<file path="src/rtl/ctrl_fsm_timed.sv">
// Control-path sequencer: halt/fetch/load/store/execute/trap with memory-wait timeouts,
// multi-cycle ALU stalls, a latched trap cause, registered memory strobes and a retire counter.
module ctrl_fsm_timed #(
   parameter int TMO_W   = 8,
   parameter int TMO_MAX = 255,
   parameter int RET_W   = 16
) (
   input  logic             clk,
   input  logic             resetn,
   input  logic             go,
   input  logic             halt,
   input  logic             instr_alu,
   input  logic             instr_pc,
   input  logic             ld,
   input  logic             st,
   input  logic             wait_instr,
   input  logic             wait_data,
   input  logic             alu_busy,
   input  logic             instr_segv,
   input  logic             data_segv,
   input  logic             invalid_instruction,
   input  logic             trap_ack,
   output logic [4:0]       current_state,
   output logic [2:0]       trap_cause,
   output logic             mem_rd,
   output logic             mem_wr,
   output logic             retired,
   output logic [RET_W-1:0] retired_count
);

   typedef enum logic [4:0] {
      S_HALT       = 5'b00000,
      S_READ_INS   = 5'b01000,
      S_DO         = 5'b01001,
      S_WAIT_LOAD  = 5'b01010,
      S_EXEC_WAIT  = 5'b01011,
      S_WAIT_STORE = 5'b01100,
      S_TRAP       = 5'b10000
   } state_t;

   localparam logic [TMO_W-1:0] TMO_LIM = TMO_W'(TMO_MAX);

   // Held as plain bits so that an unlisted code can exist and be recovered from.
   logic [4:0]       state_q;
   state_t           next_state;
   logic [2:0]       next_cause;
   logic             tmo_inc;
   logic             tmo_hit;
   logic [TMO_W-1:0] tmo_cnt;

   assign tmo_hit       = (tmo_cnt == TMO_LIM);
   assign current_state = state_q;
   assign retired       = (state_q == S_DO);

   always_comb begin
      next_state = S_HALT;
      next_cause = trap_cause;
      tmo_inc    = 1'b0;
      case (state_q)
         S_HALT: begin
            next_state = go ? S_READ_INS : S_HALT;
            if (go) next_cause = 3'd0;
         end
         S_READ_INS: begin
            if (instr_segv) begin
               next_state = S_TRAP;
               next_cause = 3'd1;
            end else if (wait_instr) begin
               if (tmo_hit) begin
                  next_state = S_TRAP;
                  next_cause = 3'd4;
               end else begin
                  next_state = S_READ_INS;
                  tmo_inc    = 1'b1;
               end
            end else if (invalid_instruction) begin
               next_state = S_TRAP;
               next_cause = 3'd3;
            end else if (ld) begin
               next_state = S_WAIT_LOAD;
            end else if (st) begin
               next_state = S_WAIT_STORE;
            end else if (instr_alu && alu_busy) begin
               next_state = S_EXEC_WAIT;
            end else if (instr_alu || instr_pc) begin
               next_state = S_DO;
            end else begin
               next_state = S_DO;
            end
         end
         S_WAIT_LOAD, S_WAIT_STORE: begin
            if (data_segv) begin
               next_state = S_TRAP;
               next_cause = 3'd2;
            end else if (wait_data) begin
               if (tmo_hit) begin
                  next_state = S_TRAP;
                  next_cause = 3'd5;
               end else begin
                  next_state = (state_q == S_WAIT_LOAD) ? S_WAIT_LOAD : S_WAIT_STORE;
                  tmo_inc    = 1'b1;
               end
            end else begin
               next_state = S_DO;
            end
         end
         S_EXEC_WAIT: begin
            next_state = alu_busy ? S_EXEC_WAIT : S_DO;
         end
         S_DO: begin
            if (data_segv) begin
               next_state = S_TRAP;
               next_cause = 3'd2;
            end else if (invalid_instruction) begin
               next_state = S_TRAP;
               next_cause = 3'd3;
            end else if (halt) begin
               next_state = S_HALT;
            end else begin
               next_state = S_READ_INS;
            end
         end
         S_TRAP: begin
            next_state = trap_ack ? S_HALT : S_TRAP;
         end
         default: begin
            next_state = S_HALT;
         end
      endcase
   end

   // Strobes fire only on entry to a memory-wait state; the retire count bumps on every DO cycle.
   always_ff @(posedge clk) begin
      if (!resetn) begin
         state_q       <= S_HALT;
         trap_cause    <= 3'd0;
         mem_rd        <= 1'b0;
         mem_wr        <= 1'b0;
         retired_count <= '0;
         tmo_cnt       <= '0;
      end else begin
         state_q    <= next_state;
         trap_cause <= next_cause;
         mem_rd     <= (next_state == S_WAIT_LOAD) && (state_q != S_WAIT_LOAD);
         mem_wr     <= (next_state == S_WAIT_STORE) && (state_q != S_WAIT_STORE);
         if (state_q == S_DO) retired_count <= retired_count + RET_W'(1);
         if (next_state != state_q) begin
            tmo_cnt <= '0;
         end else if (tmo_inc && (tmo_cnt != '1)) begin
            tmo_cnt <= tmo_cnt + TMO_W'(1);
         end
      end
   end

endmodule

</file>
<file path="config.mk">
export PLATFORM = sky130hd
export DESIGN_NAME = ctrl_fsm_timed
export DESIGN_NICKNAME = d
export VERILOG_FILES = /design/src/rtl/ctrl_fsm_timed.sv
export SDC_FILE = /design/constraint.sdc
export NUM_CORES = 1
export LEC_CHECK = 0
export CORE_ASPECT_RATIO = 0.7
export CORE_UTILIZATION = 25
export CTS_BUF_LIST = sky130_fd_sc_hd__clkbuf_2 sky130_fd_sc_hd__clkbuf_4 sky130_fd_sc_hd__clkbuf_8
export CTS_CLUSTER_SIZE = 24
export DETAILED_ROUTE_END_ITERATION = 8
export GPL_TIMING_DRIVEN = 1
export SLEW_MARGIN = 20
export SYNTH_ARGS = -nofsm -noshare
export SYNTH_HDL_FRONTEND = slang
export SYNTH_SLANG_ARGS = --single-unit
</file>
<file path="constraint.sdc">
create_clock -name clk -period 2.1 [get_ports clk]
set_input_delay 0.21 -clock clk [delete_from_list [all_inputs] [get_ports clk]]
set_output_delay 0.21 -clock clk [all_outputs]
set_load 0.03 [all_outputs]
</file>
---- Word-level counts from Yosys, hierarchy flattened ----
Index checks and enable logic that the tools add are counted.
operators by class
  add/sub/neg operators ................... 2
  $mul .................................... 0
  div/mod/pow operators ................... 0
  magnitude comparators ................... 0
  eq/ne operators ......................... 17
  shifts and indexed selects .............. 0
  multiplexer cells ....................... 34
  bitwise logic cells ..................... 1
  reductions and logical operators ........ 9
operators with widths
  cell                     number
  $mux W5                  10
  $mux W3                  12
  $eq A5 B4 Y1 const B     7
  $pmux W5 S6              1
  $add A16 B1 Y16 const B  1
  $pmux W3 S4              1
  $ne A5 B4 Y1 const B     2
  $add A8 B1 Y8 const B    1
  $eq A8 B8 Y1 const B     1
  $mux W4                  2
  $ne A8 B8 Y1 const B     1
  $ne A3 B3 Y1 const B     2
  $eq A5 B5 Y1 const B     1
  $logic_not A5 Y1         1
  $mux W1                  5
  $ne A5 B5 Y1             1
  $reduce_and A5 Y1        1
  $logic_and A1 B1 Y1      4
  $mux W2                  2
  $ne A4 B4 Y1 const B     1
  $reduce_bool A4 Y1       1
  $reduce_or A2 Y1         2
  $ne A2 B2 Y1 const B     1
  $pmux W1 S2              1
  $not A1 Y1               1
storage, ports and cells
  flip-flop bits (word level) ............. 34
  bits in latches ......................... 0
  memory bits (writable) .................. 0
  bits in read-only memories .............. 0
  input port bits ......................... 15
  output and inout bits ................... 27
  logic and storage cells ................. 69
  memories ................................ 0

---- Logic depth before layout (Yosys ltp) ----
  depth after elaboration ................. 10
  mapped depth ............................ 7
  gate-level depth less buffers ........... 6

---- Worst setup path before layout ----
Ideal clock, no wire load.
  kind .................................... reg2reg
  from .................................... reg state_q[3], in the netlist current_state[3]
  to ...................................... reg tmo_cnt[7]
  arrival time ............................ 2229 ps
  path slack .............................. -216 ps
  cell stages (with the launch flop) ...... 6
  path buffers ............................ 0
  period minus slack after synthesis ...... 2316 ps
  cells stage by stage .................... dfxtp_1 > nand2b_1 > or4_4 > a21o_1 > or4_1 > a211oi_1
between the ends
  word-level cells in the longest chain between the ends .. 8
RTL lines
  item                        line     text
  start: declaration          44       logic [4:0] state_q;
  start signal: assignment    142      state_q <= next_state;
  $eq A5 B4 Y1                59, 100
  $mux W3                     100      next_state = (state_q == S_WAIT_LOAD) ? S_WAIT_LOAD : S_WAIT_STORE;
  $mux W5                     96       if (tmo_hit) begin
  $mux W5                     95       end else if (wait_data) begin
  $mux W5                     92       if (data_segv) begin
  $pmux W5 S6                 59       case (state_q)
  $ne A5 B5 Y1                147      if (next_state != state_q) begin
  $reduce_or A2 Y1 (no line)  --
  end signal: assignment      150      tmo_cnt <= tmo_cnt + TMO_W'(1);
  end: declaration            49       logic [TMO_W-1:0] tmo_cnt;
Parallel ways exist; a longest one is shown, timed or not.
A chain may end at the register's enable or synchronous reset.

---- Final worst setup path ----
  from .................................... in data_segv
  to ...................................... reg tmo_cnt[7]
between the ends
  word-level cells in the longest chain between the ends .. 4
RTL lines
  item                        line     text
  start: declaration          20       input logic data_segv,
  $mux W5 (on tied branches)  111, 92
  $pmux W5 S6                 59
  $ne A5 B5 Y1                147
  $reduce_or A2 Y1 (no line)  --
Parallel ways exist; a longest one is shown, timed or not.

==> results.yml <==
cells_and_area:
  nNetsFinal: 315
  utilization_pct: 39.2
  drive_above_1_share_pct: 19.8
  stdcell_area_mm2: 0.00272
  syn2layout_area_growth_pct: 47.6
  nFillCells: 719
  num_antenna_cells: 0
power_and_ir_drop:
  power.density_mw_per_mm2: 482
  p_leak_nw: 0.918
  vdd_ir_drop_max_uv: 202
global_routing:
  overflow: 0
  grt_pass1_vias: 1795
  grt_pass1_wl_mm: 8.93
  antenna_found_initial: 0
  grtUsageTotal_pct: 14.8
  grt_max_degree: 14
timing:
  fmax_mhz: 485
  max-slew-margin-rel_pct: 66.7
  worst_slew_pin_slew_ns: 0.495
  setup_slack_ns: 0.0372
  finalHoldViolCount: 0
  report.final.slew_viol_count: 0
  period_share_pct: 98.2
  setup_viol: 0
  period_minus_slack_ns: 2.06
  fin_setup_tns_ns: 0
  rsz0062_at_grt: "yes"
  hold_ws_ns: 0.501
  finClkSkew_ns: 0.00684
synth:
  synth_nets: 240
  postSynthAreaPerCell_um2: 8.27
  async_reset_ff_share_pct: 0
  syn_area_mm2: 0.00184
  synth_warnings: 0
  synth_edf_count: 0
  yosysUniqueCellTypes: 49
  ys_ff_latch: 34
  syn_inst: 223
  synth.yosys.seq_area_share_pct: 36.9
  synth_flop_cell: "dfxtp_1"
clocking:
  cts_buffers: 5
  cts-htree-levels: 2
  cts_tree: "yes"
  root_buffer: "clkbuf_8"
  ctsHoldBuffers: 0
  clkLatencyLatePin_ns: 0.27
  clkTransAtPathRegs_ns: 0.07
  clock_path_buffers: 2
  numClockSinks: 34
run:
  max-cap-violations: 0
floorplanning:
  die_w_um: 105
  chipHeight_um: 73.9
  start_util_pct: 26.6
  core_mm2: 0.00694
  core.rowCount: 25
  dieArea_mm2: 0.00773
  io-pin-count: 42
critical_path:
  crit_path_end_kind: "register"
  cp.arrival_ns: 2.27
  critPathMaxFanout: 5
  critPathLaunchType: "input pin"
  crit_type: "input pin to register"
  crit_required_ns: 2.30
status:
  status: "finished clean"
placement:
  pre_cts_ws_ns: -0.257
  gp_congestion: 0.854
  placed_cell_area_mm2: 0.00258
  io_buffers: 40
  dp_hpwl_mm: 4.20
route:
  drt_iter0_markers: 98
  avgViaCountPerCell: 5.01
  vias: 1965
  ant_nets: 0
  wire_per_inst_um: 14.1
  wirelength_mm: 5.53
  remaining_drc_errors: 0
  firstDrtPassIters: 4
worst_hold_path:
  min_path_type: "input pin to register"
==> critical path: stages <==
cell	delay, ns
clkdlybuf4s50_1	0.43
nand2b_1	0.17
or4_4	0.52
a21o_1	0.20
or4_1	0.52
a211oi_2	0.21
==> path summary, 6_finish.rpt <==
check	cells past startpoint	endpoint	startpoint	slack, ns
max reg2reg	5	tmo_cnt[7]$_SDFFE_PP0P_	current_state[4]$_SDFF_PN0_	0.04
max	6	tmo_cnt[7]$_SDFFE_PP0P_	data_segv	0.04
min reg2reg	2	trap_cause[2]$_SDFFE_PN0P_	trap_cause[2]$_SDFFE_PN0P_	0.51
min	4	current_state[4]$_SDFF_PN0_	wait_data	0.50
==> cell usage after synthesis (2+ instances only) <==
cell | number | area share [%]
dfxtp_1 | 34 | 37
nor2_1 | 20 | 4.1
a21oi_1 | 13 | 3.5
nand3_1 | 13 | 3.5
nor3_1 | 13 | 3.5
o21ai_0 | 13 | 3.5
nand2_1 | 10 | 2.0
xnor2_1 | 10 | 4.7
nand4_1 | 8 | 2.7
inv_1 | 7 | 1.4
or3_1 | 7 | 2.4
clkbuf_1 | 6 | 1.2
xor2_1 | 5 | 2.4
a211oi_1 | 4 | 1.6
nand2b_1 | 4 | 1.4
nor4_1 | 4 | 1.4
a2111oi_0 | 3 | 1.4
and2_1 | 3 | 1.0
and3_1 | 3 | 1.0
and4_1 | 3 | 1.4
mux2i_1 | 3 | 1.6
a211o_1 | 2 | 0.95
a31o_2 | 2 | 0.95
ha_1 | 2 | 1.4
nor2b_1 | 2 | 0.68
nor3b_1 | 2 | 0.81
nor4b_1 | 2 | 0.95
o211ai_1 | 2 | 0.81
o32ai_1 | 2 | 0.95
or3b_2 | 2 | 0.95
==> where the power goes <==
part | internal (mW) | switching (mW)
sequential | 0.650 | 0.00740
combinational | 0.0851 | 0.0925
clock | 0.254 | 0.224
==> per-layer routing <==
layer  vias up  routed length [um]  global-route usage [%]
met3         2                 329                    4.26
met4         0                  35                    3.76
li1        988                   -                       -
met2        59                2090                    19.9
met1       916                3070                    22.3
met5         -                   0                       0
==> cell usage in the layout, fill, tap and decap left out, types with 3 or more instances in the layout <==
cell | netlist | routed
and2_1 | 3 | 3
clkbuf_8 | 0 | 5
nor2_1 | 20 | 19
nand2b_1 | 4 | 4
xor2_1 | 5 | 5
nand4_1 | 8 | 8
xnor2_1 | 10 | 10
o21ai_0 | 13 | 13
a2111oi_0 | 3 | 3
mux2i_1 | 3 | 3
a21oi_1 | 13 | 13
and3_1 | 3 | 3
nor3_1 | 13 | 13
nand2_1 | 10 | 10
nor4_1 | 4 | 4
nand3_1 | 13 | 13
and4_1 | 3 | 3
dfxtp_1 | 34 | 31
clkdlybuf4s50_1 | 0 | 38
inv_1 | 7 | 7
buf_4 | 0 | 37
or3_1 | 7 | 7
==> cells by family after synthesis <==
family | Yosys count | share of synthesized area (%)
multiplexers | 3 | 1.63
flip-flops | 34 | 36.9
adder cells (fa/ha/maj) | 2 | 1.36
buffers and inverters | 15 | 3.53
XOR/XNOR | 15 | 7.12
AO/OA/AOI/OAI | 54 | 19.7
AND/OR/NAND/NOR | 100 | 29.7
==> metrics by stage <==
step / total power [mW] / std cells
6_report: 1.31 / 392
5_1_grt: 1.37 / 392
4_1_cts: 1.32 / 390
3_5_place_dp: 0.843 / 383
3_3_place_gp: 0.844 / 383
2_1_floorplan: 0.747 / 223
==> area by class of cell <==
class / count / area, um2 / share of cell area (%)
inverter: 7 / 26.3 / 0.966
clock buffer: 7 / 83.8 / 3.08
tap: 94 / 118 / 4.32
sequential: 34 / 687 / 25.2
multi-input combinational: 174 / 1140 / 41.7
timing repair buffer: 76 / 671 / 24.6
==> sequential cells by signal (all words and copies together), names as in the netlist <==
signal,flops
mem_rd,1
tmo_cnt,8
current_state,5
retired_count,16
trap_cause,3
mem_wr,1
==> what timing repair did <==
action | 4_1_cts | 5_1_grt
endpoints found under the setup margin | 0 | 17
hold endpoints to repair | 0 | 0
resized for setup | 0 | 10
buffers inserted | 0 | 2
Power figures use the tool's default switching activity.
